`src/rtl/start_conditioner_pkg.sv`:
```
// Shared types and defaults for the start-button front end feeding the bit-count core.
package start_conditioner_pkg;

    localparam int unsigned NUM_W_DEFAULT           = 10;
    localparam int unsigned SYNC_STAGES_DEFAULT     = 2;
    localparam int unsigned DEBOUNCE_CYCLES_DEFAULT = 1_000_000;

    // Request sequencer states: a press is fired once, then held until release.
    typedef enum logic [1:0] {
        ST_IDLE     = 2'd0,
        ST_WAIT_RDY = 2'd1,
        ST_FIRE     = 2'd2,
        ST_HOLD     = 2'd3
    } state_t;

endpackage

```
`src/rtl/start_conditioner_sync_debounce.sv`:
```
// Synchronises one async button and accepts a new level only after it holds for
// DEBOUNCE_CYCLES consecutive synced samples; rise marks each accepted 0->1 change.
module start_conditioner_sync_debounce #(
    parameter int unsigned SYNC_STAGES     = 2,
    parameter int unsigned DEBOUNCE_CYCLES = 1_000_000
) (
    input  logic clk,
    input  logic rst_n,
    input  logic din,
    output logic stable,
    output logic rise
);

    localparam int unsigned    CNT_W    = $clog2(DEBOUNCE_CYCLES + 1);
    localparam logic [CNT_W-1:0] CNT_LAST = CNT_W'(DEBOUNCE_CYCLES - 1);

    logic [SYNC_STAGES-1:0] sync_q;
    logic                   din_s;
    logic [CNT_W-1:0]       cnt;

    assign din_s = sync_q[SYNC_STAGES-1];

    // Metastability chain; bit 0 is the first flop
    always_ff @(posedge clk or negedge rst_n) begin
        if (!rst_n) begin
            sync_q <= '0;
        end else begin
            sync_q <= {sync_q[SYNC_STAGES-2:0], din};
        end
    end

    // Any return to the accepted level restarts the qualification window
    always_ff @(posedge clk or negedge rst_n) begin
        if (!rst_n) begin
            cnt    <= '0;
            stable <= 1'b0;
            rise   <= 1'b0;
        end else begin
            rise <= 1'b0;
            if (din_s == stable) begin
                cnt <= '0;
            end else if (cnt == CNT_LAST) begin
                cnt    <= '0;
                stable <= din_s;
                rise   <= din_s;
            end else begin
                cnt <= cnt + CNT_W'(1);
            end
        end
    end

endmodule

```
`src/rtl/start_conditioner.sv`:
```
// Turns a bouncy start button and raw switches into a single START pulse with a
// stable switch snapshot, queueing one press while the downstream core is busy.
module start_conditioner
    import start_conditioner_pkg::*;
#(
    parameter int unsigned NUM_W           = NUM_W_DEFAULT,
    parameter int unsigned SYNC_STAGES     = SYNC_STAGES_DEFAULT,
    parameter int unsigned DEBOUNCE_CYCLES = DEBOUNCE_CYCLES_DEFAULT
) (
    input  logic             clk,
    input  logic             rst_n,
    input  logic             btn_in,
    input  logic [NUM_W-1:0] sw_in,
    input  logic             busy,
    output logic             start,
    output logic [NUM_W-1:0] num_out,
    output logic             pending
);

    logic                              btn_stable;
    logic                              btn_rise;
    logic [SYNC_STAGES-1:0][NUM_W-1:0] sw_sync;
    logic [NUM_W-1:0]                  sw_s;
    state_t                            state_q;
    state_t                            state_d;

    start_conditioner_sync_debounce #(
        .SYNC_STAGES     (SYNC_STAGES),
        .DEBOUNCE_CYCLES (DEBOUNCE_CYCLES)
    ) u_btn (
        .clk    (clk),
        .rst_n  (rst_n),
        .din    (btn_in),
        .stable (btn_stable),
        .rise   (btn_rise)
    );

    // Switches are only synchronised; the snapshot is taken once per START
    always_ff @(posedge clk or negedge rst_n) begin
        if (!rst_n) begin
            sw_sync <= '0;
        end else begin
            sw_sync <= {sw_sync[SYNC_STAGES-2:0], sw_in};
        end
    end

    assign sw_s = sw_sync[SYNC_STAGES-1];

    // Busy sampled alongside rise decides between firing now and queueing
    always_comb begin
        state_d = state_q;
        unique case (state_q)
            ST_IDLE: begin
                if (btn_rise) begin
                    state_d = busy ? ST_WAIT_RDY : ST_FIRE;
                end
            end
            ST_WAIT_RDY: begin
                if (!busy) begin
                    state_d = ST_FIRE;
                end
            end
            ST_FIRE: begin
                state_d = ST_HOLD;
            end
            ST_HOLD: begin
                if (!btn_stable) begin
                    state_d = ST_IDLE;
                end
            end
            default: begin
                state_d = ST_IDLE;
            end
        endcase
    end

    // Outputs decoded from the next state so they line up with the state register
    always_ff @(posedge clk or negedge rst_n) begin
        if (!rst_n) begin
            state_q <= ST_IDLE;
            start   <= 1'b0;
            pending <= 1'b0;
            num_out <= '0;
        end else begin
            state_q <= state_d;
            start   <= (state_d == ST_FIRE);
            pending <= (state_d == ST_WAIT_RDY);
            if (state_d == ST_FIRE) begin
                num_out <= sw_s;
            end
        end
    end

endmodule
```
`config.mk`:
```
export PLATFORM = sky130hd
export DESIGN_NAME = start_conditioner
export DESIGN_NICKNAME = d
export VERILOG_FILES = /design/src/rtl/start_conditioner_pkg.sv /design/src/rtl/start_conditioner_sync_debounce.sv /design/src/rtl/start_conditioner.sv
export SDC_FILE = /design/constraint.sdc
export NUM_CORES = 1
export LEC_CHECK = 0
export BUFFER_PORTS_ARGS = -buffer_cell sky130_fd_sc_hd__buf_2
export CELL_PAD_IN_SITES_DETAIL_PLACEMENT = 0
export CELL_PAD_IN_SITES_GLOBAL_PLACEMENT = 1
export CORE_MARGIN = 2
export CORE_UTILIZATION = 49
export CTS_BUF_LIST = sky130_fd_sc_hd__clkbuf_8
export DETAILED_ROUTE_END_ITERATION = 10
export PLACE_DENSITY = 0.9
export REMOVE_ABC_BUFFERS = 1
export SYNTH_ARGS = -nofsm -noshare
export SYNTH_HDL_FRONTEND = slang
export SYNTH_SLANG_ARGS = --single-unit
```
`constraint.sdc`:
```
create_clock -name clk -period 2.44 [get_ports clk]
set_input_delay 0.732 -clock clk [delete_from_list [all_inputs] [get_ports clk]]
set_output_delay 0.732 -clock clk [all_outputs]
set_load 0.05 [all_outputs]
```
Yosys cells after proc, flatten, opt, wreduce, memory -nomap -nowiden

Index checks and enable logic that the tools add are counted.

Bitwise logic cells: 1
Reduce and logical (&&, ||, !) cells: 2
Mux-type cells: 9
Eq/ne operators: 7
$add $sub $neg: 1

Operators with widths:

| operator                | number |
|---|---|
| $mux W20                | 2 |
| $add A20 B1 Y20 const B | 1 |
| $eq A20 B20 Y1 const B  | 1 |
| $mux W2                 | 4 |
| $pmux W2 S4             | 1 |
| $eq A2 B2 Y1 const B    | 3 |
| $eq A2 B1 Y1 const B    | 2 |
| $logic_not A2 Y1        | 1 |
| $mux W1                 | 2 |
| $reduce_and A2 Y1       | 1 |
| $eq A1 B1 Y1            | 1 |
| $not A1 Y1              | 1 |

Logic and storage cells: 30
Input bits: 14
Bits in registers: 58
Output and inout bits: 12

Longest topological paths before layout

Gate-level depths: netlist (run 1).

Word-level depth: 4
Depth in mapped cells: 5

Cells and area by module

Synthesis (run 1) repeated with hierarchy kept, for this count alone.

Cells, all modules: 169
Area total of the unflattened synthesis: 2,169.6 um^2

Modules (own cells, without submodules):

| module                          | area an instance (um^2) | cells each | times used |
|---|---|---|---|
| start_conditioner_sync_debounce | 1,136.1                 | 116        | 1 |
| start_conditioner               | 1,033.5                 | 53         | 1 |

Worst setup path before layout (run 1)

No wires, ideal clock.

Path kind: input -> register
Start: input busy
End: register num_out[0]
Setup slack: 646 ps
Cell stages on the path: 3
Arrival: 1,669 ps
Path buffers: 1
Path through: nor3_1 -> clkbuf_1 -> mux2_2

Longest elaborated chain between the ends: 4
Elaborated cells on any way between the ends: 5
Those cells by class: eq/ne (1); mux (4)

Ends and longest elaborated chain:

| element              | line                    | text |
|---|---|---|
| from (decl)          | start_conditioner.sv:14 | `input logic busy,` |
| $mux W2              | start_conditioner.sv:55 | `state_d = busy ? ST_WAIT_RDY : ST_FIRE;` |
| $mux W2              | start_conditioner.sv:54 | `if (btn_rise) begin` |
| $pmux W2 S4 (*)      | start_conditioner.sv:52 | `unique case (state_q)` |
| $eq A2 B2 Y1 (*)     | start_conditioner.sv:88 | `if (state_d == ST_FIRE) begin` |
| to (signal assigned) | start_conditioner.sv:89 | `num_out <= sw_s;` |
| to (decl)            | start_conditioner.sv:16 | `output logic [NUM_W-1:0] num_out,` |

Mark *: on every way between the ends. The rest lies on a longest branch, timed or not.
A chain may end at the register's enable or synchronous reset.

Worst setup path in the final report (run 1)

Start: register u_btn.cnt[0]
End: register u_btn.cnt[18]

Longest elaborated chain between the ends: 3
Elaborated cells on any way between the ends: 4
Those cells by class: add/sub (1); eq/ne (1); mux (2)

Ends and longest elaborated chain:

| element                                           | line                                                                         | text |
|---|---|---|
| from (decl)                                       | start_conditioner_sync_debounce.sv:19                                        | `logic [CNT_W-1:0] cnt;` |
| from (signal assigned)                            | start_conditioner_sync_debounce.sv:47                                        | `cnt <= cnt + CNT_W'(1);` |
| $add A20 B1 Y20 or $eq A20 B20 Y1 (tied branches) | start_conditioner_sync_debounce.sv:47, start_conditioner_sync_debounce.sv:42 |  |
| $mux W20 (*)                                      | start_conditioner_sync_debounce.sv:42                                        | `end else if (cnt == CNT_LAST) begin` |
| $mux W20 (*)                                      | start_conditioner_sync_debounce.sv:40                                        | `if (din_s == stable) begin` |

Marked as above.

==> flow_summary.toml, run 1 <==
[status]
outcome = "complete, no violations"

[layout]
drive_gt1_share_pct = 34.76
final_cells = 262
area_growth_syn_to_layout_pct = 21.32
nets = 220
nFillCells = 340
antenna_cells = 0
utilization_pct = 62.13

[sta]
max_slew_margin_pct = 61.52
drv_slew = 0
finalSetupViolations = 0
rsz0062_at_grt = "no"
hold_viol_final = 0
layout_min_cycle_time_ps = 1900
fin_tns_setup_ps = 0
skew_ps = 5.053
fin_crit_sh_pct = 77.86
max_freq_ghz = 0.5264
holdWs_ps = 344.1
tightest_slew_ps = 575.2

[grt]
globalRouteOverflowTotal = 0
grt_use_total_pct = 16.67
antenna_found_initial = 0
grt_pass1_vias = 1445
grt_max_degree = 59
grt_pass1_wl_um = 6437

[floorplanning]
core_um2 = 4354
placementRows = 24
die_area_um2 = 5106
start_util_pct = 51.21
die_h_um = 71.46
die_w_um = 71.46
io_pins = 26

[placement]
port_buffers = 25
gp_congestion = 0.8184
dp_hpwl_um = 2623
place_inst = 246

[cts]
cts_tree = "yes"
clockBufferDepth = 2
numClockSinks = 58
cts_buffers = 9
hold_buffers = 0
clk_latency_ps = 330
postCtsSetupBuffers = 0
cts_root_buf = "clkbuf_8"
h-tree-depth = 3
cts.clk_slew.worst_paths_ps = 60
post_cts_resized = 0

[power]
switching_share_pct = 30.60
p_sw_uw = 888.1
p_seq_share_pct = 40.0
p_leak_uw = 0.001176
irDropWorstVdd_v = 0.0005284
p_per_area_nw_per_um2 = 1073
power_uw = 2902
combPwrFrac_pct = 22.6
intPower_uw = 2014
clockPowerShare_pct = 37.4

[detailed_routing]
drt_pre_antenna_iters = 4
avgRoutedWirePerCell_um = 14.22
drt_iter0_markers = 108
ant_nets = 0
wl_um = 3726
vias_per_cell = 5.317
route.detailed.drc = 0
vias = 1393

[synthesis]
yosysSeqAreaShare_pct = 65.10
synth-edff-count = 0
ys_top_cells_by_area = "dfrtp_1 (65%), mux2_2 (5.1%), xnor2_1 (4.3%), nor2_2 (2.8%), nor2_1 (2.4%)"
synth_cells = 168
synth_seq_cells = 58
yosysTopAreaCell = "dfrtp_1"
synth_top_area_share_pct = 65.10
yosysUniqueCellTypes = 32
async_reset_ff_share_pct = 100.0
avgSynthCellArea_um2 = 13.27
yosysWarnings = 0
ys.flop_type = "dfrtp_1"
syn_area_um2 = 2230
synth.most_common_cell = "dfrtp_1"
ys_top_cells_by_count = "dfrtp_1 (58), nor2_1 (14), xnor2_1 (11)"

[setup_path]
crit_fanout = 5
critPathKind = "flop to flop"
worstPathRequired_ps = 2700
crit_slowest_cell = "or4_4"
crit_chain = "ha_1, nand4_1, or2_1, or4_4, a21oi_2"
crit_arrival_ps = 2160
startpoint_type = "flop"
end_kind = "flop"
max_stage_delay_ps = 500

[min_path]
worst_hold_path_type = "flop to flop"

[job]
cap_viol_max_count = 0
[per-stage QoR]
step	instance area (um2)	setup WS, ps
2_1_floorplan	2215	367.0
3_3_place_gp	2452	643.9
3_5_place_dp	2452	558.5
4_1_cts	2705	555.1
5_1_grt	2705	455.2
6_report	2705	540.2
[per-layer routing]
layer | GRT usage, % | vias to the layer above | part of all wire [%]
li1 | - | 659 | -
met1 | 20.42 | 690 | 43
met2 | 25.93 | 35 | 50
met3 | 4.923 | 9 | 5.0
met4 | 10.48 | 0 | 2.1
met5 | 0 | - | 0
[worst paths after layout]
check / from / end / slack (ps) / cells past startpoint
max: u_btn.cnt[0] / u_btn.cnt[18] / 540 / 5
min: sw_sync[9] / sw_s[9] / 340 / 0
max reg2reg: u_btn.cnt[0] / u_btn.cnt[18] / 540 / 5
min reg2reg: sw_sync[9] / sw_s[9] / 340 / 0
max in group asynchronous: rst_n / u_btn.cnt[9] / 1800 / 2
min in group asynchronous: rst_n / sw_sync[8] / 390 / 2
[power by group through the flow]
stage          logic, uW  clock network (uW)  registers [uW]
6_report             656                1090            1160
5_1_grt              696                1150            1180
4_1_cts              665                1110            1160
3_5_place_dp         665                   0            1180
3_3_place_gp         654                   0            1170
2_1_floorplan        160                   0            1510
[logic make-up (layout without fill, tap and decap cells)]
kind of cell | after synthesis | after routing | share of synthesized area [%]
adders and majority gates | 1 | 1 | 0.5611
AOI/OAI and AO/OA | 11 | 11 | 3.760
and+or+nand+nor | 67 | 67 | 17.79
DFF | 58 | 58 | 65.10
muxes | 11 | 11 | 5.724
xor gates and xnor gates | 15 | 15 | 5.892
buffers and inverters | 5 | 47 | 1.178
[state kept, by name, summed over array words and instances (netlist names)]
register and count:
u_btn.stable 1, num_out 10, u_btn.rise 1, start 1, u_btn.sync_q 2, sw_sync 10
state_q 2, pending 1, u_btn.cnt 20, sw_s 10
[area by class of cell]
| cell class | count | area (um2) | area share, % |
|---|---|---|---|
| flip-flops and latches | 58 | 1451 | 53.65 |
| multi-input cells | 105 | 752.0 | 27.80 |
| repair buffers | 28 | 172.7 | 6.383 |
| clock buffers | 11 | 151.4 | 5.597 |
| clock inverters | 5 | 101.3 | 3.747 |
| well taps | 52 | 65.06 | 2.405 |
| inverters | 3 | 11.26 | 0.4163 |
[cells in the final DEF (no fill, tap or decap), drive strengths merged, types with 4 or more instances in the layout]
cell,count
clkbuf,11
xnor2,11
o21ai,4
mux2,11
nand4,4
nand2,8
nor3,5
inv,4
xor2,4
nor2,24
nor4,5
nand3,7
buf,28
dfrtp,58
a21oi,5
[critical path, delay by kind of cell, from the launching register on]
kind                       cells  cell delay, ps
AOI/OAI and AO/OA              1             150
adders and majority gates      1             250
DFF                            1             410
and+or+nand+nor                3            1020
(Power assumes the default switching activity.)
==> run 2: changes to the inputs <==
==> constraint.sdc (replaced) <==
create_clock -name clk -period 2 [get_ports clk]
set_input_delay 0.6 -clock clk [delete_from_list [all_inputs] [get_ports clk]]
set_output_delay 0.6 -clock clk [all_outputs]
set_load 0.05 [all_outputs]
==> flow_summary.toml, run 2 (synthesis results as in run 1) <==
[status]
outcome = "complete, no violations"

[floorplanning]
die_area_um2 = 5106
die_w_um = 71.46
core_um2 = 4354
placementRows = 24
start_util_pct = 51.21
die_h_um = 71.46
io_pins = 26

[detailed_routing]
wl_um = 3809
avgRoutedWirePerCell_um = 14.32
vias_per_cell = 5.380
drt_pre_antenna_iters = 4
vias = 1431
drt_iter0_markers = 51
ant_nets = 0
route.detailed.drc = 0

[sta]
fin_crit_sh_pct = 91.63
drv_slew = 0
hold_viol_final = 0
rsz0062_at_grt = "no"
skew_ps = 9.425
tightest_slew_ps = 505.1
holdWs_ps = 228.9
layout_min_cycle_time_ps = 1833
finalSetupViolations = 0
fin_tns_setup_ps = 0
max_freq_ghz = 0.5457
max_slew_margin_pct = 66.33

[placement]
port_buffers = 25
gp_congestion = 0.8520
dp_hpwl_um = 2639

[cts]
cts_buffers = 9
cts.clk_slew.worst_paths_ps = 70
cts_tree = "yes"
clk_latency_ps = 330
h-tree-depth = 3
cts_root_buf = "clkbuf_8"
numClockSinks = 58
clockBufferDepth = 2

[grt]
antenna_found_initial = 0
grt_max_degree = 28
globalRouteOverflowTotal = 0
grt_pass1_vias = 1493
grt_pass1_wl_um = 6499
grt_use_total_pct = 17.17

[layout]
nFillCells = 344
drive_gt1_share_pct = 36.45
nets = 224
top_register = "u_btn.cnt"
final_cell_mix = "dfrtp_1 (58), buf_2 (25), nor2_1 (14)"
area_growth_syn_to_layout_pct = 21.44
final_common_cell = "dfrtp_1"
antenna_cells = 0
largest_reg_flops = 20

[setup_path]
worstPathRequired_ps = 2220
reg2reg_from = "u_btn.cnt[11]"
r2r-end = "u_btn.stable"
r2r_cells = 4
critPathKind = "flop to flop"
crit_fanout = 7
crit_arrival_ps = 2050
r2r_slack_ps = 170
startpoint_type = "flop"
end_kind = "flop"

[power]
p_per_area_nw_per_um2 = 1275
irDropWorstVdd_v = 0.0006720
p_leak_uw = 0.001181

[min_path]
worst_hold_path_type = "input pin to async pin"

[job]
cap_viol_max_count = 0
run 2: timing repair:
action,4_1_cts,5_1_grt
resized for setup,0,0
hold buffers,0,0
setup endpoints to repair,0,1
setup buffers,0,1
run 2: worst max-delay path by stage:
| stage | start | endpoint | slack, ps | depth (start not counted) |
|---|---|---|---|---|
| after detailed placement | u_btn.cnt[0] | u_btn.cnt[18] | 130 | 5 |
| after global placement | u_btn.cnt[0] | u_btn.cnt[18] | 210 | 5 |
| final | u_btn.cnt[11] | u_btn.stable | 170 | 4 |
| after global routing | u_btn.cnt[0] | u_btn.cnt[18] | 80 | 5 |
| after floorplan | u_btn.cnt[11] | u_btn.cnt[2] | 50 | 4 |
| after CTS | u_btn.cnt[0] | u_btn.cnt[18] | 120 | 5 |
run 2: stage by stage:
stage          util, %  area, um2  power, uW  instances  worst slack [ps]
6_report         62.18       2708       3453        266             167.4
5_1_grt          62.18       2708       3616        266             76.66
4_1_cts          62.01       2700       3506        265             120.5
3_5_place_dp     56.55       2462       2250        249             127.4
3_3_place_gp     56.55       2462       2227        249             205.7
2_1_floorplan        -       2215       2031        166             45.62
run 2: area by class of cell:
cell class              count  area, um2  area share (%)
clock buffers              12      165.2           6.100
inverters                   3      11.26          0.4159
multi-input cells         105      752.0           27.77
well taps                  52      65.06           2.403
repair buffers             32      190.2           7.024
flip-flops and latches     58       1451           53.60
clock inverters             4      72.57           2.680
run 2: power breakdown:
group / switching [uW] / internal [uW] / leakage (uW)
registers: 78.2 / 1340 / 0.000730
clock network: 436 / 801 / 0.000119
logic: 572 / 230 / 0.000332
total: 1090 / 2370 / 0.00118
run 2: layer usage:
| metal | share of wire [%] | GRT usage (%) | routed length, um | vias up |
|---|---|---|---|---|
| li1 | - | - | - | 665 |
| met1 | 42 | 19.43 | 1610 | 728 |
| met2 | 51 | 27.67 | 1933 | 32 |
| met3 | 6.3 | 8.439 | 240 | 6 |
| met4 | 0.68 | 7.338 | 26 | 0 |
| met5 | 0 | 0 | 0 | - |
run 2: worst max-delay path: stages, from the launching register on:
cell and delay (ps):
dfrtp_1 470, nor4_2 290, nand2_1 140, or4_4 520, mux2_4 310
